**config.mk**
```make
export PLATFORM = sky130hd
export DESIGN_NAME = lcd_bus_writer
export DESIGN_NICKNAME = d
export VERILOG_FILES = /design/src/rtl/lcd_bus_pkg.sv /design/src/rtl/lcd_bus_fifo.sv /design/src/rtl/lcd_bus_writer.sv
export SDC_FILE = /design/constraint.sdc
export NUM_CORES = 1
export LEC_CHECK = 0
export BUFFER_PORTS_ARGS = -buffer_cell sky130_fd_sc_hd__buf_2
export CAP_MARGIN = 20
export CORE_UTILIZATION = 59
export DETAILED_ROUTE_END_ITERATION = 12
export HOLD_SLACK_MARGIN = 0.03
export MAX_ROUTING_LAYER = met4
export PLACE_DENSITY = 0.84
export SYNTH_ARGS = -nofsm -noshare
export SYNTH_HDL_FRONTEND = slang
export SYNTH_SLANG_ARGS = --single-unit
```
**constraint.sdc**
```tcl
create_clock -name clk -period 5.2 [get_ports clk]
set_input_delay 0 -clock clk [delete_from_list [all_inputs] [get_ports clk]]
set_output_delay 0 -clock clk [all_outputs]
set_load 0.05 [all_outputs]
```
**src/rtl/lcd_bus_pkg.sv**
```systemverilog
// lcd_bus_pkg: FSM state codes and FIFO entry layout shared by the
// LCD bus writer and its input FIFO.
package lcd_bus_pkg;

    localparam int LCD_DATA_W = 16;

    localparam logic [2:0] ST_INIT = 3'd0;
    localparam logic [2:0] ST_IDLE = 3'd1;
    localparam logic [2:0] ST_LOAD = 3'd2;
    localparam logic [2:0] ST_LOW  = 3'd3;
    localparam logic [2:0] ST_HIGH = 3'd4;

    typedef struct packed {
        logic                  rs;
        logic [LCD_DATA_W-1:0] data;
    } lcd_entry_t;

endpackage

```
**src/rtl/lcd_bus_fifo.sv**
```systemverilog
// lcd_bus_fifo: synchronous FIFO of {rs, data} entries.
// Show-ahead read port; full blocks push even when popping.
module lcd_bus_fifo #(
    parameter int W     = 17,
    parameter int DEPTH = 16,
    localparam int AW   = $clog2(DEPTH),
    localparam int CW   = $clog2(DEPTH + 1)
) (
    input  logic          clk,
    input  logic          reset_n,
    input  logic          push,
    input  logic [W-1:0]  push_data,
    input  logic          pop,
    output logic [W-1:0]  pop_data,
    output logic          full,
    output logic          empty,
    output logic [CW-1:0] count
);

    logic [W-1:0]  mem [DEPTH];
    logic [AW-1:0] wr_ptr;
    logic [AW-1:0] rd_ptr;
    logic          do_push;
    logic          do_pop;

    assign full     = (count == CW'(DEPTH));
    assign empty    = (count == '0);
    assign do_push  = push && !full;
    assign do_pop   = pop && !empty;
    assign pop_data = mem[rd_ptr];

    // storage array, written on accepted pushes only
    always_ff @(posedge clk) begin
        if (do_push) begin
            mem[wr_ptr] <= push_data;
        end
    end

    // pointers and occupancy; push+pop together leaves count unchanged
    always_ff @(posedge clk or negedge reset_n) begin
        if (!reset_n) begin
            wr_ptr <= '0;
            rd_ptr <= '0;
            count  <= '0;
        end else begin
            if (do_push) begin
                wr_ptr <= wr_ptr + 1'b1;
            end
            if (do_pop) begin
                rd_ptr <= rd_ptr + 1'b1;
            end
            if (do_push && !do_pop) begin
                count <= count + 1'b1;
            end else if (do_pop && !do_push) begin
                count <= count - 1'b1;
            end
        end
    end

endmodule

```
**src/rtl/lcd_bus_writer.sv**
```systemverilog
// lcd_bus_writer: 8080-style LCD write engine with panel power-up reset.
// LCD_BUS_WRITER_FIFO_EN selects the deep FIFO over a 1-entry register.
module lcd_bus_writer #(
    parameter int DATA_W         = 16,
    parameter int WR_LOW_CYCLES  = 2,
    parameter int WR_HIGH_CYCLES = 2,
    parameter int FIFO_DEPTH     = 16,
    parameter int RESET_CYCLES   = 1024
) (
    input  logic              clk,
    input  logic              reset_n,
    input  logic              in_valid,
    output logic              in_ready,
    input  logic              in_rs,
    input  logic [DATA_W-1:0] in_data,
    input  logic              lcd_enable,
    output logic              busy,
    output logic              cs_n,
    output logic              rs,
    output logic              wr_n,
    output logic              rd_n,
    output logic [DATA_W-1:0] lcd_data,
    output logic              lcd_on,
    output logic              lcd_reset_n
);

    import lcd_bus_pkg::*;

    localparam int PH_MAX = (WR_LOW_CYCLES > WR_HIGH_CYCLES) ?
                            WR_LOW_CYCLES : WR_HIGH_CYCLES;
    localparam int PH_W   = $clog2(PH_MAX + 1);
    localparam int RC_W   = $clog2(RESET_CYCLES + 1);
    localparam int CNT_W  = $clog2(FIFO_DEPTH + 1);
    localparam int EW     = DATA_W + 1;

    logic [2:0]       state;
    logic [2:0]       nxt;
    logic [PH_W-1:0]  phase_cnt;
    logic             ph_done;
    logic [RC_W-1:0]  rst_cnt;
    logic             fifo_full;
    logic             fifo_empty;
    logic             fifo_pop;
    logic [CNT_W-1:0] fifo_count;
    logic [EW-1:0]    head;

    assign fifo_pop = (state == ST_LOAD);
    assign in_ready = !fifo_full;
    assign rd_n     = 1'b1;
    assign busy     = (fifo_count != '0) ||
                      ((state != ST_INIT) && (state != ST_IDLE));

`ifdef LCD_BUS_WRITER_FIFO_EN
    lcd_bus_fifo #(
        .W     (EW),
        .DEPTH (FIFO_DEPTH)
    ) u_fifo (
        .clk       (clk),
        .reset_n   (reset_n),
        .push      (in_valid),
        .push_data ({in_rs, in_data}),
        .pop       (fifo_pop),
        .pop_data  (head),
        .full      (fifo_full),
        .empty     (fifo_empty),
        .count     (fifo_count)
    );
`else
    logic          hold_valid;
    logic [EW-1:0] hold_word;

    // single holding register: filled on accept, drained in LOAD
    always_ff @(posedge clk or negedge reset_n) begin
        if (!reset_n) begin
            hold_valid <= 1'b0;
            hold_word  <= '0;
        end else begin
            if (fifo_pop) begin
                hold_valid <= 1'b0;
            end
            if (in_valid && !hold_valid) begin
                hold_valid <= 1'b1;
                hold_word  <= {in_rs, in_data};
            end
        end
    end

    assign fifo_full  = hold_valid;
    assign fifo_empty = !hold_valid;
    assign fifo_count = CNT_W'(hold_valid);
    assign head       = hold_word;
`endif

    // power-up: keep the panel in reset for RESET_CYCLES clocks
    always_ff @(posedge clk or negedge reset_n) begin
        if (!reset_n) begin
            rst_cnt     <= '0;
            lcd_reset_n <= 1'b0;
        end else if (!lcd_reset_n) begin
            rst_cnt <= rst_cnt + 1'b1;
            if (rst_cnt == RC_W'(RESET_CYCLES - 1)) begin
                lcd_reset_n <= 1'b1;
            end
        end
    end

    // end of the current strobe phase
    always_comb begin
        ph_done = 1'b0;
        if (state == ST_LOW) begin
            ph_done = (phase_cnt == PH_W'(WR_LOW_CYCLES - 1));
        end else begin
            ph_done = (phase_cnt == PH_W'(WR_HIGH_CYCLES - 1));
        end
    end

    // next-state decode
    always_comb begin
        nxt = state;
        unique case (state)
            ST_INIT: if (lcd_reset_n) nxt = ST_IDLE;
            ST_IDLE: if (!fifo_empty) nxt = ST_LOAD;
            ST_LOAD: nxt = ST_LOW;
            ST_LOW:  if (ph_done) nxt = ST_HIGH;
            ST_HIGH: if (ph_done) nxt = fifo_empty ? ST_IDLE : ST_LOAD;
            default: nxt = ST_INIT;
        endcase
    end

    // state, phase timer and bus outputs, registered against next state
    always_ff @(posedge clk or negedge reset_n) begin
        if (!reset_n) begin
            state     <= ST_INIT;
            phase_cnt <= '0;
            cs_n      <= 1'b1;
            wr_n      <= 1'b1;
            rs        <= 1'b1;
            lcd_data  <= '0;
        end else begin
            state <= nxt;
            if (nxt != state) begin
                phase_cnt <= '0;
            end else if (phase_cnt != PH_W'(PH_MAX)) begin
                phase_cnt <= phase_cnt + 1'b1;
            end
            cs_n <= (nxt == ST_INIT) || (nxt == ST_IDLE);
            wr_n <= (nxt != ST_LOW);
            if (nxt == ST_LOAD) begin
                rs       <= head[DATA_W];
                lcd_data <= head[DATA_W-1:0];
            end
        end
    end

    // display enable follows software with one flop, independent of FSM
    always_ff @(posedge clk or negedge reset_n) begin
        if (!reset_n) begin
            lcd_on <= 1'b0;
        end else begin
            lcd_on <= lcd_enable;
        end
    end

endmodule
```
==> results_tabular.tex, run 1 <==
\begin{tabular}{lr}
\hline
Metric & Value \\
\hline
\multicolumn{2}{l}{\textbf{Worst setup path}} \\
\quad Data arrival at the endpoint of the critical path & 2600 ps \\
\quad Critical path startpoint category & register \\
\quad Category of the most critical setup path & register to register \\
\quad Crit path required time & 5400 ps \\
\quad Worst Path Max Fanout & 10 \\
\quad Critical path capture point type & register \\
\multicolumn{2}{l}{\textbf{Floorplan}} \\
\quad Number of rows in the core area & 22 \\
\quad Overall die area & 0.00431 sq mm \\
\quad Vertical die dimension & 65.6 um \\
\quad Starting utilization of the core area & 63.4\% \\
\quad Boundary pin count & 45 \\
\quad Core outline area & 0.00377 sq mm \\
\quad Horizontal die dimension & 65.6 um \\
\multicolumn{2}{l}{\textbf{Clocking}} \\
\quad CTS buffer count & 5 \\
\quad CTS-repair resized insts & 0 \\
\quad Maximum clock insertion buffer count & 2 \\
\quad Maximum level of the CTS H-tree & 2 \\
\quad Latest clock arrival within the worst-skew pair & 310 ps \\
\quad Clock Pin Slew Worst Setup and Hold Paths & 90 ps \\
\quad Cell at the root of the clock tree & clkbuf\_8 \\
\quad Sink Count & 55 \\
\quad Clock tree from TritonCTS & done \\
\multicolumn{2}{l}{\textbf{Drt}} \\
\quad Count of antenna-violating nets left after detailed routing & 0 \\
\quad Detailed-route wire length & 4.33 mm \\
\quad Initial DRC Count & 78 \\
\quad Via count of the routed design & 1502 \\
\quad Per-cell via count in the routed design & 5.33 \\
\quad Final routed wire length divided by cell count & 15.3 um \\
\quad DRC violation count after routing & 0 \\
\quad Detailed-routing iteration count for the pre-antenna-repair pass & 4 \\
\multicolumn{2}{l}{\textbf{Layout}} \\
\quad Highest-count cells in the layout ignoring fill and taps & dfrtp\_1 (52), buf\_2 (43), mux2\_2 (25), dlygate4sd3\_1 (19), mux2\_4 (10) \\
\quad Final core area utilization & 77.9\% \\
\quad Ant. Diodes & 0 \\
\quad Total Nets Final & 258 \\
\quad Synthesis-to-layout area growth & 22.9\% \\
\quad Area of all placed cells without fillers & 0.00294 sq mm \\
\quad Proportion of layout cells with a drive suffix above 1 & 44.4\% \\
\quad Most common cell after layout, fill and taps aside & dfrtp\_1 \\
\quad Number of inserted filler cells in the final layout & 228 \\
\multicolumn{2}{l}{\textbf{Logic synthesis}} \\
\quad Library cell with the largest summed area after synthesis & dfrtp\_1 \\
\quad Async set-or-reset flop fraction in the synthesized netlist & 100\% \\
\quad Dominant synthesized flop cell & dfrtp\_1 \\
\quad Yosys warning count & 0 \\
\quad Top-area cell type share of the netlist area & 54.5\% \\
\quad Synthesized instance count & 168 \\
\quad Cell area after synthesis & 0.00239 sq mm \\
\quad Synthesis-stage register bit count & 55 \\
\quad Post-Syn Area per Cell & 14.2 sq um \\
\quad Fraction of the yosys area taken by sequential cells & 57.7\% \\
\quad Cell types occupying the most area after synthesis & dfrtp\_1 (54\%), mux2\_2 (12\%), mux2\_4 (6.3\%) \\
\quad Number of enable-type register cells in the synthesized netlist & 0 \\
\quad Net count after synthesis & 193 \\
\quad Count of distinct cell types in the synthesized netlist & 41 \\
\multicolumn{2}{l}{\textbf{STA}} \\
\quad Slack of the critical path & 2800 ps \\
\quad Number of hold-slack violations in the final timing report & 0 \\
\quad Final worst clock skew & 7.39 ps \\
\quad Setup violators final & 0 \\
\quad Share of the clock period used by the worst path & 46.2\% \\
\quad Slew headroom & 62.3\% \\
\quad Transition time at the pin with the least slew margin & 565 ps \\
\quad Setup repair after global routing missed its margin & no \\
\quad Sum of negative setup slack & 0 ps \\
\quad Time the final worst path needs with I/O delays and setup & 2400 ps \\
\quad Max-slew violation count & 0 \\
\quad Highest Clock Rate & 0.416 GHz \\
\quad Worst Hold Slack & 105 ps \\
\multicolumn{2}{l}{\textbf{Min path}} \\
\quad Hold/Removal Path Class & input port to async pin \\
\multicolumn{2}{l}{\textbf{Placement}} \\
\quad I/O Buffers & 43 \\
\quad Setup slack after placement & 2480 ps \\
\quad Dpl cell area & 0.00260 sq mm \\
\quad Final RePlAce weighted congestion & 0.854 \\
\quad Final HPWL from detailed placement & 2.90 mm \\
\multicolumn{2}{l}{\textbf{GRT}} \\
\quad Wire length of the first global-routing pass & 7.06 mm \\
\quad Vias in the first global route & 1538 \\
\quad Maximum number of pins on one net before global-route repair & 56 \\
\quad Remaining global-route overflow & 0 \\
\quad Initial antenna violation count & 0 \\
\quad Overall routing resource usage & 23.3\% \\
\multicolumn{2}{l}{\textbf{Power and ir drop}} \\
\quad Power per Cell Area & 299 mW/mm\^{}2 \\
\quad Peak ir drop on the vdd network & 0.000228 V \\
\quad Leakage power & 1.43 nW \\
\multicolumn{2}{l}{\textbf{Run}} \\
\quad Max capacitance violation total & 0 \\
\multicolumn{2}{l}{\textbf{Status}} \\
\quad Run status & finished clean \\
\hline
\end{tabular}
[power breakdown]
group | total, mW | internal, mW | leakage (nW) | switching (mW)
clock | 0.276 | 0.143 | 0.0581 | 0.133
sequential | 0.507 | 0.480 | 0.694 | 0.0278
combinational | 0.0960 | 0.0589 | 0.674 | 0.0371
total | 0.879 | 0.682 | 1.43 | 0.198
[metal layers]
layer	up-vias	track usage [%]	wire length (um)	share of wire [%]
li1	709	-	-	-
met1	726	27.3	1840	42
met2	59	38.6	2160	50
met3	8	4.51	241	5.6
met4	0	10.6	84	1.9
met5	-	-	0	0
[cell families (layout without fill, tap and decap cells)]
group | Yosys count | in the layout | synth area share, %
compound gates | 15 | 15 | 4.92
xor+xnor | 11 | 11 | 4.03
fa+ha+maj | 4 | 4 | 2.09
buf+inv | 11 | 77 | 3.51
flops | 55 | 55 | 57.7
mux | 35 | 35 | 18.1
other cells | 1 | 1 | 0.157
simple gates | 36 | 36 | 9.48
[area by class of cell]
cell class	count	area [sq um]	share of cell area [%]
flip-flops and latches	55	1380	47.0
multi-input cells	102	926	31.5
inverters	4	15.0	0.511
clock buffers	5	68.8	2.34
well taps	48	60.1	2.04
clock inverters	3	43.8	1.49
repair buffers	65	444	15.1
[timing repair]
item | CTS | global route
setup buffers | 0 | 0
hold buffers | 19 | 0
endpoints found under the hold margin | 70 | 0
[metrics by stage]
step / cells / power (mW)
2_1_floorplan: 168 / 0.566
3_3_place_gp: 253 / 0.590
3_5_place_dp: 253 / 0.602
4_1_cts: 280 / 0.885
5_1_grt: 282 / 0.918
6_report: 282 / 0.879
[Yosys cell counts (2+ instances only)]
master     n
dfrtp_1   52
mux2_2    25
mux2_4    10
nand2_1    9
xnor2_1    9
a21oi_1    5
ha_1       4
inv_1      4
nor2_1     4
buf_6      3
dfstp_2    3
o21ai_0    3
a21o_2     2
clkbuf_1   2
nand2b_1   2
nand3_1    2
nand4_1    2
nor2b_1    2
nor4b_1    2
xor2_1     2
[flip-flops by register name (all words and copies together), names as in the netlist, 2 cells and up]
signal     count
head          17
rst_cnt       11
phase_cnt      2
state          3
lcd_data      16
[worst max-delay path, stage by stage (launching register included)]
cell,delay [ps]
dfrtp_1,410
inv_1,90
ha_1,280
nand2_2,90
a22o_2,310
a311oi_4,550
buf_6,260
mux2_4,310
[final timing paths]
| kind | startpoint | end | slack (ps) | cells past startpoint |
|---|---|---|---|---|
| setup / recovery | phase_cnt[1]$_DFFE_PN0P_ | lcd_data[10]$_DFFE_PN0N_ | 2800 | 7 |
| hold / removal | reset_n | state[2]$_DFF_PN0_ | 100 | 2 |
| setup reg to reg | phase_cnt[1]$_DFFE_PN0P_ | lcd_data[10]$_DFFE_PN0N_ | 2800 | 7 |
| hold reg to reg | rst_cnt[5]$_DFFE_PN0N_ | rst_cnt[5]$_DFFE_PN0N_ | 470 | 1 |
| max in group asynchronous | reset_n | rs$_DFFE_PN1N_ | 4540 | 3 |
| min in group clk | lcd_enable | lcd_on$_DFF_PN0_ | 330 | 2 |
Note: power is estimated with default switching activity, not from simulation.
==> run 2, diff against run 1 <==
- ABC_AREA: default -> 1
- CORE_UTILIZATION: 59 -> 49
- PLACE_DENSITY: 0.84 -> 0.75
- clock period: 5.2 -> 2 ns (I/O delays scaled with it)
==> run 2 against run 1 <==
Fmax grew 42%. Cell count grew 29%. Utilization fell by 15 points. Combinational power decreased by 13%. Via count grew 19%. Design area rose by 1.4%. Total power up 120%. Routed wire length rose by 1.5%. First-iteration DRC count up 51%.
==> results_tabular.tex, run 2 <==
\begin{tabular}{lr}
\hline
Metric & Value \\
\hline
\multicolumn{2}{l}{\textbf{STA}} \\
\quad Highest Clock Rate & 0.589 GHz \\
\quad Share of the clock period used by the worst path & 84.9\% \\
\quad Slew headroom & 61.5\% \\
\quad Setup repair after global routing missed its margin & no \\
\quad Worst Hold Slack & 216 ps \\
\quad Transition time at the pin with the least slew margin & 577 ps \\
\quad Time the final worst path needs with I/O delays and setup & 1700 ps \\
\quad Number of hold-slack violations in the final timing report & 0 \\
\quad Final worst clock skew & 7.61 ps \\
\quad Sum of negative setup slack & 0 ps \\
\quad Max-slew violation count & 0 \\
\quad Setup violators final & 0 \\
\multicolumn{2}{l}{\textbf{Logic synthesis}} \\
\quad Multiplexer share of the synthesized area & 7.90\% \\
\quad Yosys warning count & 0 \\
\quad Cell types occupying the most area after synthesis & dfrtp\_1 (54\%), nand2\_1 (9.1\%), mux2\_2 (7.9\%) \\
\quad Synthesized-area fraction occupied by ao, oa, aoi and oai cells & 5.48\% \\
\quad Net count after synthesis & 258 \\
\quad Async set-or-reset flop fraction in the synthesized netlist & 100\% \\
\quad Synthesized instance count & 233 \\
\quad Number of enable-type register cells in the synthesized netlist & 0 \\
\quad Cell area after synthesis & 0.00242 sq mm \\
\quad Post-Syn Area per Cell & 10.4 sq um \\
\quad XOR/XNOR share of the synthesized area & 3.62\% \\
\quad Library cell with the largest summed area after synthesis & dfrtp\_1 \\
\quad Synthesis-stage register bit count & 55 \\
\quad Top-area cell type share of the netlist area & 53.7\% \\
\quad Synthesized-area fraction occupied by and/or/nand/nor cells & 18.3\% \\
\quad Commonest cells in the netlist & nand2\_1 (59), dfrtp\_1 (52), o21ai\_0 (21) \\
\quad Dominant cell by count in the synthesized netlist & nand2\_1 \\
\quad Count of distinct cell types in the synthesized netlist & 29 \\
\quad Fraction of the yosys area taken by sequential cells & 57.0\% \\
\quad Largest family of logic cells by synthesized area & simple AND/OR/NAND/NOR gates \\
\quad Post-synthesis adder-cell area fraction & 2.07\% \\
\quad Dominant synthesized flop cell & dfrtp\_1 \\
\multicolumn{2}{l}{\textbf{Layout}} \\
\quad Flip-flop count of the largest register, all copies and words added & 17 \\
\quad Final core area utilization & 62.7\% \\
\quad Synthesis-to-layout area growth & 23.0\% \\
\quad Most common cell after layout, fill and taps aside & nand2\_1 \\
\quad Number of inserted filler cells in the final layout & 420 \\
\quad Highest-count cells in the layout ignoring fill and taps & nand2\_1 (59), dfrtp\_1 (52), buf\_2 (43), o21ai\_0 (21), dlygate4sd3\_1 (20) \\
\quad Area of all placed cells without fillers & 0.00298 sq mm \\
\quad Total Nets Final & 322 \\
\quad Proportion of layout cells with a drive suffix above 1 & 26.5\% \\
\quad Ant. Diodes & 0 \\
\multicolumn{2}{l}{\textbf{Worst setup path}} \\
\quad Crit path required time & 2240 ps \\
\quad Data arrival at the endpoint of the critical path & 1940 ps \\
\quad Slack of the worst reg-to-reg path & 300 ps \\
\quad Largest stage delay on the critical path & 400 ps \\
\quad Worst Path Max Fanout & 20 \\
\quad Number of cell instances on the worst register-to-register path & 8 \\
\quad End of the worst register-to-register path & lcd\_data[12]\$\_DFFE\_PN0N\_ \\
\quad Slowest cell on the critical path & dfrtp\_1 \\
\quad Worst r2r src & phase\_cnt[1]\$\_DFFE\_PN0P\_ \\
\quad Cell-by-cell trace of the critical path & inv\_1 > ha\_1 > inv\_1 > nand3\_1 > nand2\_2 > nor2\_8 > nand2\_1 > nand2\_1 \\
\quad Critical path capture point type & register \\
\quad Critical path startpoint category & register \\
\quad Category of the most critical setup path & register to register \\
\multicolumn{2}{l}{\textbf{Floorplan}} \\
\quad Starting utilization of the core area & 50.9\% \\
\quad Horizontal die dimension & 72.3 um \\
\quad Core outline area & 0.00475 sq mm \\
\quad Vertical die dimension & 72.3 um \\
\quad Number of rows in the core area & 25 \\
\quad Boundary pin count & 45 \\
\quad Overall die area & 0.00523 sq mm \\
\multicolumn{2}{l}{\textbf{Drt}} \\
\quad Count of antenna-violating nets left after detailed routing & 0 \\
\quad Final routed wire length divided by cell count & 12.0 um \\
\quad Per-cell via count in the routed design & 4.88 \\
\quad DRC violation count after routing & 0 \\
\quad Via count of the routed design & 1781 \\
\quad Initial DRC Count & 118 \\
\quad Detailed-routing iteration count for the pre-antenna-repair pass & 4 \\
\quad Detailed-route wire length & 4.39 mm \\
\multicolumn{2}{l}{\textbf{Status}} \\
\quad Run status & finished clean \\
\multicolumn{2}{l}{\textbf{Placement}} \\
\quad Final RePlAce weighted congestion & 0.773 \\
\quad I/O Buffers & 43 \\
\quad Final HPWL from detailed placement & 2.96 mm \\
\quad Dpl cell area & 0.00267 sq mm \\
\multicolumn{2}{l}{\textbf{Clocking}} \\
\quad Post-CTS setup buffer count & 0 \\
\quad Clock tree from TritonCTS & done \\
\quad Hold buffer count at cts & 20 \\
\quad Sink Count & 55 \\
\quad Latest clock arrival within the worst-skew pair & 300 ps \\
\quad Cell at the root of the clock tree & clkbuf\_8 \\
\quad CTS buffer count & 5 \\
\quad Maximum level of the CTS H-tree & 2 \\
\quad Maximum clock insertion buffer count & 2 \\
\quad CTS-repair resized insts & 0 \\
\quad Clock Pin Slew Worst Setup and Hold Paths & 90 ps \\
\multicolumn{2}{l}{\textbf{GRT}} \\
\quad Initial antenna violation count & 0 \\
\quad Remaining global-route overflow & 0 \\
\quad Wire length of the first global-routing pass & 7.85 mm \\
\quad Overall routing resource usage & 20.1\% \\
\quad Maximum number of pins on one net before global-route repair & 32 \\
\quad Vias in the first global route & 1851 \\
\multicolumn{2}{l}{\textbf{Power and ir drop}} \\
\quad Leakage power & 1.61 nW \\
\quad Total Power & 1.91 mW \\
\quad Power per Cell Area & 641 mW/mm\^{}2 \\
\quad Peak ir drop on the vdd network & 0.000518 V \\
\multicolumn{2}{l}{\textbf{Min path}} \\
\quad Hold/Removal Path Class & input port to async pin \\
\multicolumn{2}{l}{\textbf{Run}} \\
\quad Max capacitance violation total & 0 \\
\hline
\end{tabular}
==> run 2: changes by cell type after synthesis, sizes merged, moves of 5 or more <==
cell | previous run | this run
inv | 4 | 14
nand3 | 2 | 10
mux2 | 35 | 17
o21ai | 3 | 21
nor2 | 4 | 20
xnor2 | 9 | 4
nand2 | 10 | 63
==> run 2: report_power, final <==
| group | leakage, nW | internal, mW | total, mW | switching (mW) |
|---|---|---|---|---|
| Combinational | 0.828 | 0.0437 | 0.0832 | 0.0394 |
| Clock | 0.0524 | 0.375 | 0.715 | 0.340 |
| Sequential | 0.731 | 1.11 | 1.11 | 0.000199 |
| Total | 1.61 | 1.53 | 1.91 | 0.380 |
==> run 2: kinds of logic after synthesis <==
| kind of cell | count (synthesis) |
|---|---|
| DFF | 55 |
| adders and majority gates | 4 |
| buffers and inverters | 23 |
| xor gates and xnor gates | 10 |
| other | 1 |
| AOI/OAI and AO/OA | 25 |
| muxes | 17 |
| and+or+nand+nor | 98 |
==> run 2: cell type report <==
type	instances	area, sq um	share of cell area, %
inverters	15	56.3	1.89
multi-input cells	155	910	30.5
flip-flops and latches	55	1380	46.3
clock buffers	7	76.3	2.56
clock inverters	1	30.0	1.01
repair buffers	65	443	14.9
well taps	67	83.8	2.81
==> run 2: worst max-delay path by stage <==
stage                                   startpoint                       end  slack, ps  depth (start not counted)
after floorplan              fifo_full$_DFFE_PN0P_      head[10]$_DFFE_PN0P_        290                          4
after global placement    phase_cnt[1]$_DFFE_PN0P_  lcd_data[12]$_DFFE_PN0N_        370                          8
after detailed placement  phase_cnt[1]$_DFFE_PN0P_   lcd_data[8]$_DFFE_PN0N_        330                          8
after CTS                 phase_cnt[0]$_DFFE_PN0P_  lcd_data[11]$_DFFE_PN0N_        310                         10
after global routing      phase_cnt[1]$_DFFE_PN0P_  lcd_data[15]$_DFFE_PN0N_        110                          8
final                     phase_cnt[1]$_DFFE_PN0P_  lcd_data[12]$_DFFE_PN0N_        300                          8
==> run 2: routing by layer <==
metal	share of wire, %	track usage, %
met4	3.1	8.93
met2	50	33.7
met1	43	22.7
met5	0	-
met3	4.0	5.14
==> run 2: metrics by stage <==
stage               setup WS [ps]  instances
CTS                           306        365
detailed placement            335        337
global route                  115        365
global placement              371        337
floorplan                     290        233
finish                        301        365
==> run 2: worst max-delay path: cells and delay by family, from the launching register on <==
kind / cells / cell delay, ps
simple gates: 5 / 860
flops: 1 / 400
buf+inv: 2 / 160
fa+ha+maj: 1 / 210
